<file path="src/rtl/aqp_spi_cmd_master_if.sv">
// aqp_spi_cmd_master_if
// Bundles the command-side handshake and the SPI pins of aqp_spi_cmd_master.
//   master modport : the SPI master itself (takes the command, drives the bus)
//   slave modport  : whoever issues commands and plays the SPI slave
// Signals:
//   start            one-cycle request, sampled only when the master is idle
//   cmd[7:0]         command byte
//   len[3:0]         payload byte count (values above 8 act as 8)
//   payload[63:0]    payload, byte k in [8k+7:8k], sent k-th
//   busy / done      message in flight / one-cycle completion pulse
//   rx_data[63:0]    bytes returned on MISO during the payload phase
//   spi_ssel_n, spi_sclk, spi_mosi, spi_miso   SPI mode-0 pins
`timescale 1ns/1ps
interface aqp_spi_cmd_master_if;
  logic        start;
  logic [7:0]  cmd;
  logic [3:0]  len;
  logic [63:0] payload;
  logic        busy;
  logic        done;
  logic [63:0] rx_data;
  logic        spi_ssel_n;
  logic        spi_sclk;
  logic        spi_mosi;
  logic        spi_miso;

  modport master (
    input  start, cmd, len, payload, spi_miso,
    output busy, done, rx_data, spi_ssel_n, spi_sclk, spi_mosi
  );

  modport slave (
    output start, cmd, len, payload, spi_miso,
    input  busy, done, rx_data, spi_ssel_n, spi_sclk, spi_mosi
  );
endinterface

</file>
<file path="src/rtl/aqp_spi_cmd_master.sv">
// aqp_spi_cmd_master
// SPI mode-0 master that frames one command message: chip select low,
// command byte, 0..8 payload bytes (MSB first), chip select high.
// Optionally captures the bytes returned on MISO during the payload phase.
// Parameters:
//   CLKDIV   SPI half-period in clk_i cycles (2..255)
// Ports:
//   clk_i    system clock, rising edge
//   rst_i    asynchronous active-high reset
//   bus_io   aqp_spi_cmd_master_if.master (command handshake + SPI pins)
// Build option:
//   AQP_SPI_READBACK_EN  when defined, MISO capture and rx_data are built;
//                        otherwise rx_data is tied to zero and MISO ignored.
//
// state   | meaning
// --------+---------------------------------------------------------
// IDLE    | waiting for start, chip select high
// SETUP   | chip select low, MOSI = cmd[7], one half-period
// BIT_LO  | SCLK low, MOSI carries the current bit
// BIT_HI  | SCLK high, MISO sampled on the last cycle
// TAIL    | SCLK low after the final bit, chip select still low
// GAP     | chip select high before returning to IDLE, done at the end
`timescale 1ns/1ps
module aqp_spi_cmd_master #(
  parameter int CLKDIV = 4
) (
  input  logic                  clk_i,
  input  logic                  rst_i,
  aqp_spi_cmd_master_if.master  bus_io
);

  typedef enum logic [2:0] {
    S_IDLE, S_SETUP, S_BIT_LO, S_BIT_HI, S_TAIL, S_GAP
  } state_t;

  localparam logic [7:0] DIV_LOAD = 8'(CLKDIV - 1);

  state_t      state_q, state_d;
  logic [7:0]  div_q, div_d;
  logic [2:0]  bit_q, bit_d;
  logic [3:0]  byte_q, byte_d;
  logic [3:0]  nbytes_q, nbytes_d;
  logic [71:0] tx_q, tx_d;
  logic        div_tc;
  logic        done;
  logic        capture;
  logic [3:0]  len_clamped;
  logic [7:0]  cur_byte;

  assign div_tc      = (div_q == 8'd0);
  assign len_clamped = (bus_io.len > 4'd8) ? 4'd8 : bus_io.len;
  assign cur_byte    = tx_q[7:0];

  always_ff @(posedge clk_i or posedge rst_i) begin
    if (rst_i) begin
      state_q  <= S_IDLE;
      div_q    <= '0;
      bit_q    <= '0;
      byte_q   <= '0;
      nbytes_q <= '0;
      tx_q     <= '0;
    end else begin
      state_q  <= state_d;
      div_q    <= div_d;
      bit_q    <= bit_d;
      byte_q   <= byte_d;
      nbytes_q <= nbytes_d;
      tx_q     <= tx_d;
    end
  end

  always_comb begin
    state_d  = state_q;
    div_d    = div_tc ? DIV_LOAD : div_q - 8'd1;
    bit_d    = bit_q;
    byte_d   = byte_q;
    nbytes_d = nbytes_q;
    tx_d     = tx_q;
    done     = 1'b0;
    capture  = 1'b0;
    unique case (state_q)
      S_IDLE: begin
        div_d = DIV_LOAD;
        if (bus_io.start) begin
          state_d  = S_SETUP;
          tx_d     = {bus_io.payload, bus_io.cmd};
          bit_d    = 3'd7;
          byte_d   = 4'd0;
          nbytes_d = len_clamped + 4'd1;
        end
      end
      S_SETUP:  if (div_tc) state_d = S_BIT_LO;
      S_BIT_LO: if (div_tc) state_d = S_BIT_HI;
      S_BIT_HI: begin
        if (div_tc) begin
          capture = 1'b1;
          state_d = S_BIT_LO;
          if (bit_q == 3'd0) begin
            bit_d = 3'd7;
            if (byte_q + 4'd1 == nbytes_q) begin
              state_d = S_TAIL;
            end else begin
              byte_d = byte_q + 4'd1;
              tx_d   = {8'h00, tx_q[71:8]};
            end
          end else begin
            bit_d = bit_q - 3'd1;
          end
        end
      end
      S_TAIL: begin
        if (div_tc) begin
          state_d = S_GAP;
          // GAP spans two divider periods (bit counter reused as the
          // period count) so done lands at t + CLKDIV*(16N+4).
          bit_d   = 3'd1;
        end
      end
      S_GAP: begin
        if (div_tc) begin
          if (bit_q == 3'd0) begin
            state_d = S_IDLE;
            done    = 1'b1;
          end else begin
            bit_d = bit_q - 3'd1;
          end
        end
      end
      default: state_d = S_IDLE;
    endcase
  end

  assign bus_io.done       = done;
  assign bus_io.busy       = (state_q != S_IDLE) && !done;
  assign bus_io.spi_sclk   = (state_q == S_BIT_HI);
  assign bus_io.spi_ssel_n = !((state_q == S_SETUP) || (state_q == S_BIT_LO) ||
                               (state_q == S_BIT_HI) || (state_q == S_TAIL));
  // bit_q only moves at the end of BIT_HI, so MOSI changes with SCLK low.
  assign bus_io.spi_mosi   = ((state_q == S_SETUP) || (state_q == S_BIT_LO) ||
                              (state_q == S_BIT_HI)) ? cur_byte[bit_q] : 1'b0;

`ifdef AQP_SPI_READBACK_EN
  logic [7:0]  rx_sh_q, rx_sh_d;
  logic [63:0] rx_q, rx_d;

  always_ff @(posedge clk_i or posedge rst_i) begin
    if (rst_i) begin
      rx_sh_q <= '0;
      rx_q    <= '0;
    end else begin
      rx_sh_q <= rx_sh_d;
      rx_q    <= rx_d;
    end
  end

  always_comb begin
    rx_sh_d = rx_sh_q;
    rx_d    = rx_q;
    if ((state_q == S_IDLE) && bus_io.start) begin
      for (int k = 0; k < 8; k++) begin
        if (4'(k) < len_clamped) rx_d[8*k +: 8] = 8'h00;
      end
    end
    if (capture) begin
      rx_sh_d = {rx_sh_q[6:0], bus_io.spi_miso};
      // Byte 0 of the frame is the command; its returned byte is dropped.
      if (bit_q == 3'd0) begin
        for (int k = 0; k < 8; k++) begin
          if (byte_q == 4'(k + 1)) rx_d[8*k +: 8] = {rx_sh_q[6:0], bus_io.spi_miso};
        end
      end
    end
  end

  assign bus_io.rx_data = rx_q;
`else
  logic unused_readback;
  assign unused_readback = ^{bus_io.spi_miso, capture};
  assign bus_io.rx_data  = 64'h0;
`endif

endmodule

</file>
<file path="src/flat_wrapper.sv">
// flat-port wrapper written by rule: the top's interface ports become plain ports
module aqp_spi_cmd_master_flat 
#(
  parameter int CLKDIV = 4
)
  (clk_i, rst_i, bus_io_start, bus_io_cmd, bus_io_len, bus_io_payload, bus_io_spi_miso, bus_io_busy, bus_io_done, bus_io_rx_data, bus_io_spi_ssel_n, bus_io_spi_sclk, bus_io_spi_mosi);
  aqp_spi_cmd_master_if bus_io_i ();
  input  logic clk_i;
  input  logic rst_i;
  input wire logic [$bits(bus_io_i.start)-1:0] bus_io_start;
  input wire logic [$bits(bus_io_i.cmd)-1:0] bus_io_cmd;
  input wire logic [$bits(bus_io_i.len)-1:0] bus_io_len;
  input wire logic [$bits(bus_io_i.payload)-1:0] bus_io_payload;
  input wire logic [$bits(bus_io_i.spi_miso)-1:0] bus_io_spi_miso;
  output wire logic [$bits(bus_io_i.busy)-1:0] bus_io_busy;
  output wire logic [$bits(bus_io_i.done)-1:0] bus_io_done;
  output wire logic [$bits(bus_io_i.rx_data)-1:0] bus_io_rx_data;
  output wire logic [$bits(bus_io_i.spi_ssel_n)-1:0] bus_io_spi_ssel_n;
  output wire logic [$bits(bus_io_i.spi_sclk)-1:0] bus_io_spi_sclk;
  output wire logic [$bits(bus_io_i.spi_mosi)-1:0] bus_io_spi_mosi;
  assign bus_io_i.start = bus_io_start;
  assign bus_io_i.cmd = bus_io_cmd;
  assign bus_io_i.len = bus_io_len;
  assign bus_io_i.payload = bus_io_payload;
  assign bus_io_i.spi_miso = bus_io_spi_miso;
  assign bus_io_busy = bus_io_i.busy;
  assign bus_io_done = bus_io_i.done;
  assign bus_io_rx_data = bus_io_i.rx_data;
  assign bus_io_spi_ssel_n = bus_io_i.spi_ssel_n;
  assign bus_io_spi_sclk = bus_io_i.spi_sclk;
  assign bus_io_spi_mosi = bus_io_i.spi_mosi;
  aqp_spi_cmd_master #(.CLKDIV(CLKDIV)) u_core (.clk_i(clk_i), .rst_i(rst_i), .bus_io(bus_io_i));
endmodule
</file>
<file path="config.mk">
export PLATFORM = sky130hd
export DESIGN_NAME = aqp_spi_cmd_master_flat
export DESIGN_NICKNAME = d
export VERILOG_FILES = /design/src/rtl/aqp_spi_cmd_master_if.sv /design/src/rtl/aqp_spi_cmd_master.sv /design/src/flat_wrapper.sv
export SDC_FILE = /design/constraint.sdc
export NUM_CORES = 1
export LEC_CHECK = 0
export CORE_AREA = 4 4 130 95
export DETAILED_ROUTE_END_ITERATION = 8
export DIE_AREA = 0 0 134 99
export PLACE_DENSITY = 0.8
export SKIP_LAST_GASP = 1
export SYNTH_ARGS = -nofsm -noshare
export SYNTH_HDL_FRONTEND = slang
export SYNTH_SLANG_ARGS = --single-unit
</file>
<file path="constraint.sdc">
create_clock -name clk_i -period 4.16 [get_ports clk_i]
set_input_delay 0.624 -clock clk_i [delete_from_list [all_inputs] [get_ports clk_i]]
set_output_delay 0.624 -clock clk_i [all_outputs]
set_load 0.01 [all_outputs]
</file>
==> out/metrics.json, run 1 <==
{
  "worst_setup_path": {
    "worstPathArrival_ns": 2.80,
    "setup.worst_path.class": "reg2out",
    "cp_top_family": "simple AND/OR/NAND/NOR gates",
    "crit_required_ns": 3.54,
    "rr_startpoint": "u_core.state_q[2]",
    "cp_num_cells": 7,
    "r2r_cells": 7,
    "r2r_end": "u_core.tx_q[59]",
    "ff2ff_setup_slack_ns": 1.27,
    "critical-path-slowest-cell": "clkdlybuf4s50_1",
    "critPathLaunchType": "register",
    "max_stage_delay_ns": 0.48,
    "critical_path_buf_inv_count": 2,
    "crit_fanout": 7,
    "path_cells": "inv_1, ha_1, nor2b_1, and3_1, nand2_1, a211o_1, clkdlybuf4s50_1",
    "crit_path_end_kind": "output pin"
  },
  "clocking": {
    "cts_tree": "built",
    "ctsLongestPathBuffers": 2,
    "cts.reportedPaths.clkPinSlew_ns": 0.06,
    "cts.repair_timing.setup_buffer_count": 0,
    "clock_buffer_count_from_cts": 9,
    "cts-hold-fix-buffers": 0,
    "cts_repair_resize_count": 0,
    "ctsHtreeMaxLevel": 3,
    "numClockSinks": 94,
    "worstSkewPairLatency_ns": 0.34,
    "clk_root_buffer_cell": "clkbuf_16"
  },
  "sta": {
    "maxSlewViolCount": 0,
    "rsz_0062_raised_after_global_routing": "false",
    "layout_worst_path_cycle_share_pct": 82.31,
    "final_period_minus_worst_setup_slack_ns": 3.424,
    "worst_hold_slack_ns": 0.5006,
    "slew_headroom_pct": 40.41,
    "fin_tns_setup_ns": 0,
    "max_clock_freq_ghz": 0.2921,
    "timing.final.hold_violations": 0,
    "timing.final.setup_violations": 0,
    "worstMarginPinSlew_ns": 0.8928,
    "final_critical_path_setup_slack_ns": 0.7360,
    "clock-skew-final_ns": 0.007088
  },
  "run_status": {
    "status": "complete, no violations"
  },
  "detailed_routing": {
    "dr.pass1.iters": 4,
    "route.detailed.wl_per_inst_um": 15.29,
    "remaining_drc_errors": 0,
    "post_drt_via_cell_ratio": 5.229,
    "antenna_left": 0,
    "vias": 4157,
    "routed_wirelength_um": 12160,
    "detailedRoute.firstIterationViolations": 264
  },
  "floorplan": {
    "die_area_um2": 13270,
    "ioPinCount": 149,
    "die_width_um": 134,
    "core-area_um2": 10930,
    "floorplan.die.height_um": 99,
    "initial_utilization_pct": 48.51,
    "placement_rows": 32
  },
  "grt": {
    "grt_antenna_before_repair": 0,
    "grt_first_pass_wirelength_um": 19850,
    "grt_util_all_layers_pct": 18.42,
    "grt_remaining_overflow": 0,
    "grt_pass1_vias": 4109,
    "grt_start_max_net_pins": 57
  },
  "cells_and_area": {
    "final_cells": 795,
    "final_nets": 724,
    "layout_cells_sized_above_1_pct": 5.763,
    "fill_cells": 979,
    "num_antenna_cells": 0,
    "flow.area_growth_from_synthesis_pct": 18.19
  },
  "yosys": {
    "ys_seq_area_share_pct": 44.36,
    "syn-instance-count": 574,
    "yosys.cell_count.top_type": "dfrtp_1",
    "post_synth_fa_ha_maj_area_fraction_pct": 1.416,
    "synth-seq-cells": 94,
    "synth_largest_area_cell": "dfrtp_1",
    "main_combinational_cell_family_by_area_after_synthesis": "compound AO/OA/AOI/OAI gates",
    "synth.lib_cells_used.distinct": 47,
    "share_of_the_synthesized_netlist_area_taken_by_xor_and_xnor_gates_pct": 2.430,
    "netlist.area_leader.share_pct": 44.36,
    "synth_enable_flop_cells": 0,
    "yosys.area_share.simple_pct": 11.35,
    "synthesis.yosys.warnings": 0,
    "synth_mux_area_share_pct": 1.439,
    "synth.cells.most_frequent": "94 x dfrtp_1, 72 x nor2_1, 69 x buf_4",
    "yosys-top-cells-area": "dfrtp_1 44%, buf_4 9.8%, o22a_1 9.2%",
    "syn_area_per_cell_um2": 9.238,
    "synthesis.area_um2": 5303,
    "ys_dominant_reg_cell": "dfrtp_1",
    "ys_async_sr_fraction_pct": 100.0,
    "synth_compound_gate_area_share_pct": 21.76
  },
  "pwr": {
    "static-leakage-power_uw": 0.002854,
    "power_per_cell_area_nw_per_um2": 715.3,
    "vdd_ir_max_uv": 342.7,
    "fin_total_pwr_uw": 4483
  },
  "placement": {
    "placed_instances": 780,
    "gp_congestion": 0.8404,
    "preCtsSetupSlack_ns": 1.144,
    "place.port_buffers": 83,
    "place_hpwl_um": 8763
  },
  "worst_hold_path": {
    "startpoint_of_the_tightest_hold_check_path": "u_core.tx_q[70]",
    "worst_hold_path.num_cells": 1,
    "hold_path_end": "u_core.tx_q[70]",
    "hold_class": "reg2reg"
  },
  "flow_run": {
    "max_cap_violations": 0
  }
}
[layout make-up]
type | count | area [um^2] | area share [%]
inverters | 63 | 237.7 | 3.793
repair buffers | 90 | 883.3 | 14.09
well taps | 153 | 191.4 | 3.055
clock buffers | 9 | 225.2 | 3.594
flip-flops and latches | 94 | 2352 | 37.53
clock inverters | 6 | 63.81 | 1.018
multi-input cells | 380 | 2313 | 36.91
[power breakdown]
part | internal [uW] | switching [uW]
Sequential | 1350 | 296
Clock | 461 | 349
Combinational | 913 | 1120
Total | 2720 | 1760
[worst reg2reg max path: cells and delay by family (launching register included)]
kind,cells,cell delay [ns]
AO/OA/AOI/OAI,3,0.79
AND/OR/NAND/NOR,1,0.24
buffers and inverters,3,1.27
flip-flops,1,0.52
[per-layer routing]
metal / track usage (%) / vias up / share of wire (%)
met5: 0 / - / 0
met2: 29.92 / 170 / 48
met3: 5.561 / 12 / 7.4
li1: - / 1951 / -
met4: 4.269 / 0 / 1.0
met1: 24.44 / 2024 / 43
[cells in the final DEF, fill, tap and decap left out, drive strengths merged, types with 2 or more instances in the layout]
cell / netlist / final
mux4: 2 / 2
a31o: 2 / 2
and2: 2 / 2
nor3b: 2 / 2
nand4: 2 / 2
a21oi: 66 / 66
clkdlybuf4s50: 0 / 83
o21a: 2 / 2
nand2: 9 / 9
mux2i: 2 / 2
nand3: 2 / 2
inv: 63 / 62
clkinv: 0 / 4
nor3: 24 / 24
clkbuf: 18 / 9
clkinvlp: 0 / 2
nor2b: 5 / 5
o22a: 56 / 56
a221oi: 8 / 8
ha: 6 / 6
a31oi: 3 / 3
xnor2: 7 / 7
nor2: 72 / 72
buf: 82 / 7
o21ai: 7 / 7
conb: 1 / 64
nand2b: 5 / 5
xor2: 5 / 5
dfrtp: 94 / 94
a22o: 10 / 10
and3: 2 / 2
[metrics by stage]
step / instance area [um^2] / utilization, %
5_1_grt: 6267 / 57.34
4_1_cts: 6267 / 57.34
3_5_place_dp: 5978 / 54.69
3_3_place_gp: 5978 / 54.69
6_report: 6267 / 57.34
2_1_floorplan: 5539 / -
[registers in the layout (all words and copies together) (netlist names)]
signal           count
u_core.state_q       3
u_core.bit_q         3
u_core.nbytes_q      4
u_core.tx_q         72
u_core.div_q         8
u_core.byte_q        4
[cells by family (layout without fill, tap and decap cells)]
logic type | after synthesis | in the layout
compound gates | 163 | 163
fa+ha+maj | 6 | 6
xor+xnor | 13 | 13
simple gates | 129 | 129
buf+inv | 163 | 168
flops | 94 | 94
other cells | 1 | 64
mux | 5 | 5
[worst max path at each step]
| stage | startpoint | to | slack (ns) |
|---|---|---|---|
| after floorplan | rst_i | u_core.bit_q[0] | 1.09 |
| after global placement | u_core.bit_q[0] | bus_io_busy | 1.21 |
| after detailed placement | u_core.bit_q[0] | bus_io_busy | 1.14 |
| after CTS | u_core.bit_q[0] | bus_io_busy | 0.76 |
| after global routing | u_core.div_q[0] | bus_io_busy | 0.59 |
| final | u_core.bit_q[0] | bus_io_busy | 0.74 |
(Power assumes the default switching activity.)
==> inputs of run 2 (changes only) <==
- CORE_AREA: 4 4 130 95 -> 4 4 137 99
- DIE_AREA: 0 0 134 99 -> 0 0 141 103
- PLACE_DENSITY: 0.8 -> 0.76
- clock period: 4.16 -> 2.8 ns (I/O delays scaled with it)
==> run 2 against run 1 <==
Via count is 2.7% lower. Final area is 2.9% higher. Sequential cell count did not move. Clock skew down 0.0019 ns. Cell count rose by 2.0%. Non-clock buffer count increased by 8. Critical path type unchanged. Critical endpoint is now bus_io_done. Largest power group unchanged.
==> out/metrics.json, run 2 (same netlist as run 1, synthesis figures left out) <==
{
  "sta": {
    "fin_tns_setup": {"value": 0, "unit": "ns", "change": "unchanged"},
    "clock-skew-final": {"value": 0.005229, "unit": "ns", "change": "-0.001860 ns"},
    "worst_hold_slack": {"value": 0.5049, "unit": "ns", "change": "+0.004273 ns"},
    "timing.final.setup_violations": {"value": 0, "change": "unchanged"},
    "rsz_0062_raised_after_global_routing": "false",
    "layout_worst_path_cycle_share_pct": 94.13,
    "maxSlewViolCount": {"value": 0, "change": "unchanged"},
    "final_critical_path_setup_slack": {"value": 0.1644, "unit": "ns", "change": "-0.5716 ns"},
    "slew_headroom": {"value": 53.79, "unit": "%", "change": "+13 points"},
    "final_period_minus_worst_setup_slack_ns": 2.636,
    "max_clock_freq_ghz": 0.3794,
    "timing.final.hold_violations": {"value": 0, "change": "unchanged"},
    "worstMarginPinSlew": {"value": 0.6917, "unit": "ns", "change": "-0.2011 ns"}
  },
  "worst_setup_path": {
    "cp_top_family": "simple AND/OR/NAND/NOR gates",
    "max_stage_delay": {"value": 0.55, "unit": "ns", "change": "+0.07 ns"},
    "cp_num_cells": {"value": 5, "change": "-2"},
    "r2r_cells": {"value": 6, "change": "-1"},
    "crit_path_end_kind": "output pin",
    "crit_required": {"value": 2.38, "unit": "ns", "change": "-1.16 ns"},
    "crit_fanout": {"value": 5, "change": "-2"},
    "setup.worst_path.class": "reg2out",
    "path_cells": "nor4_4, and3_4, nand2_1, nor2_1, clkdlybuf4s50_1",
    "critical_path_buf_inv_count": {"value": 1, "change": "-1"},
    "critPathLaunchType": "register",
    "critical-path-slowest-cell": "clkdlybuf4s50_1",
    "worstPathArrival": {"value": 2.22, "unit": "ns", "change": "-0.58 ns"}
  },
  "floorplan": {
    "placement_rows": {"value": 34, "change": "+6.3%"},
    "floorplan.die.height": {"value": 103, "unit": "um", "change": "+4.0%"},
    "core-area": {"value": 12250, "unit": "um^2", "change": "+12%"},
    "ioPinCount": {"value": 149, "change": "unchanged"},
    "die_area": {"value": 14520, "unit": "um^2", "change": "+9.5%"},
    "die_width": {"value": 141, "unit": "um", "change": "+5.2%"},
    "initial_utilization": {"value": 43.28, "unit": "%", "change": "-5.2 points"}
  },
  "detailed_routing": {
    "routed_wirelength": {"value": 12210, "unit": "um", "change": "+0.42%"},
    "remaining_drc_errors": {"value": 0, "change": "unchanged"},
    "dr.pass1.iters": {"value": 4, "change": "unchanged"},
    "post_drt_via_cell_ratio": {"value": 4.986, "change": "-4.6%"},
    "detailedRoute.firstIterationViolations": {"value": 247, "change": "-6.4%"},
    "vias": {"value": 4044, "change": "-2.7%"},
    "antenna_left": {"value": 0, "change": "unchanged"},
    "route.detailed.wl_per_inst": {"value": 15.05, "unit": "um", "change": "-1.6%"}
  },
  "cells_and_area": {
    "mostFrequentLayoutCells": "93 x dfrtp_1, 82 x clkdlybuf4s50_1, 72 x nor2_1",
    "num_antenna_cells": {"value": 0, "change": "unchanged"},
    "final-seq-area": {"value": 2354, "unit": "um^2", "change": "about the same"},
    "multiInputGateArea": {"value": 2332, "unit": "um^2", "change": "+0.81%"},
    "fill_cells": {"value": 1087, "change": "+11%"},
    "layout_cells_sized_above_1": {"value": 7.242, "unit": "%", "change": "+1.5 points"},
    "layout_top_registers": "u_core.tx_q: 72 flops, u_core.div_q: 8 flops",
    "most_common_cell_after_layout_fill_and_taps_aside": "dfrtp_1",
    "largest_reg_flops": {"value": 72, "change": "unchanged"},
    "post-route-cell-area": {"value": 6451, "unit": "um^2", "change": "+2.9%"},
    "flow.area_growth_from_synthesis_pct": 21.66,
    "final_nets": {"value": 732, "change": "+1.1%"},
    "max_flop_register": "u_core.tx_q"
  },
  "grt": {
    "grt_remaining_overflow": {"value": 0, "change": "unchanged"},
    "grt_pass1_vias": {"value": 4051, "change": "-1.4%"},
    "grt_first_pass_wirelength": {"value": 19750, "unit": "um", "change": "-0.52%"},
    "grt_antenna_before_repair": {"value": 0, "change": "unchanged"},
    "grt_util_all_layers": {"value": 16.85, "unit": "%", "change": "-1.6 points"},
    "grt_start_max_net_pins": {"value": 65, "change": "+14%"}
  },
  "placement": {
    "place.port_buffers": {"value": 83, "change": "unchanged"},
    "gp_congestion": {"value": 0.8362, "change": "-0.50%"},
    "preCtsSetupSlack": {"value": 0.3834, "unit": "ns", "change": "-0.7608 ns"},
    "dpl_cell_area": {"value": 6095, "unit": "um^2", "change": "+1.9%"},
    "place_hpwl": {"value": 8793, "unit": "um", "change": "+0.35%"}
  },
  "clocking": {
    "clk_root_buffer_cell": "clkbuf_16",
    "cts-hold-fix-buffers": {"value": 0, "change": "unchanged"},
    "numClockSinks": {"value": 94, "change": "unchanged"},
    "worstSkewPairLatency": {"value": 0.34, "unit": "ns", "change": "about the same"},
    "cts.reportedPaths.clkPinSlew": {"value": 0.06, "unit": "ns", "change": "about the same"},
    "cts_tree": "built",
    "clock_buffer_count_from_cts": {"value": 9, "change": "unchanged"},
    "ctsLongestPathBuffers": {"value": 2, "change": "unchanged"},
    "ctsHtreeMaxLevel": {"value": 3, "change": "unchanged"}
  },
  "worst_hold_path": {
    "worst_hold_path.num_cells": {"value": 1, "change": "unchanged"},
    "hold_class": "reg2reg"
  },
  "run_status": {
    "status": "complete, no violations"
  },
  "flow_run": {
    "max_cap_violations": {"value": 0, "change": "unchanged"}
  },
  "pwr": {
    "static-leakage-power": {"value": 0.002926, "unit": "uW", "change": "+2.6%"},
    "power_per_cell_area": {"value": 1073, "unit": "nW/um^2", "change": "+50%"},
    "vdd_ir_max": {"value": 482.1, "unit": "uV", "change": "+41%"}
  }
}
-- run 2: per-layer routing --
| metal | vias up | track usage (%) | routed length (um) |
|---|---|---|---|
| met5 | - | 0 | 0 |
| met4 | 0 | 3.723 | 101 |
| met3 | 10 | 3.755 | 658 |
| met2 | 119 | 28.24 | 5688 |
| met1 | 1946 | 22.71 | 5757 |
| li1 | 1969 | - | - |
-- run 2: final timing paths --
path | start | end | slack (ns)
worst max-delay path | u_core.div_q[2] | bus_io_done | 0.16
min in group asynchronous | rst_i | u_core.div_q[5] | 0.53
max in group asynchronous | rst_i | u_core.tx_q[63] | 1.68
worst min-delay path | u_core.tx_q[67] | u_core.tx_q[67] | 0.50
worst max register to register | u_core.byte_q[0] | u_core.tx_q[15] | 0.41
worst min register to register | u_core.tx_q[67] | u_core.tx_q[67] | 0.50
-- run 2: final cells by class --
| class | instances | share of cell area [%] |
|---|---|---|
| flip-flops and latches | 94 | 36.48 |
| multi-input cells | 380 | 36.15 |
| repair buffers | 98 | 15.44 |
| inverters | 63 | 3.724 |
| clock buffers | 10 | 3.549 |
| well taps | 162 | 3.142 |
| clock inverters | 4 | 1.513 |
-- run 2: power by group --
part	leakage, uW	switching [uW]	internal [uW]
clock	0.000155	498	863
sequential	0.00108	448	2000
combinational	0.00170	1680	1430
total	0.00293	2620	4300
-- run 2: timing repair --
item                       in CTS  in global routing
setup endpoints to repair       1                  2
resized for setup               2                  4
setup buffers                   0                  1
pin swaps                       0                  1
-- run 2: stage by stage --
step / power (uW) / util (%) / cells
global route: 7442 / 52.66 / 811
detailed placement: 5548 / 49.74 / 796
finish: 6921 / 52.66 / 811
floorplan: 4765 / - / 637
global placement: 5401 / 49.74 / 796
CTS: 6931 / 52.47 / 810
-- run 2: worst register-to-register path, delay by kind of cell, from the launching register on --
family / cells / cell delay [ns]
compound gates: 2 / 0.64
xor+xnor: 1 / 0.47
fa+ha+maj: 1 / 0.24
flops: 1 / 0.43
simple gates: 2 / 0.46
==> inputs of run 3 (changes only) <==
- SLEW_MARGIN: not set -> 20
==> results of run 3 <==
Same layout as run 2: the final DEF is identical, and so are final timing and power.
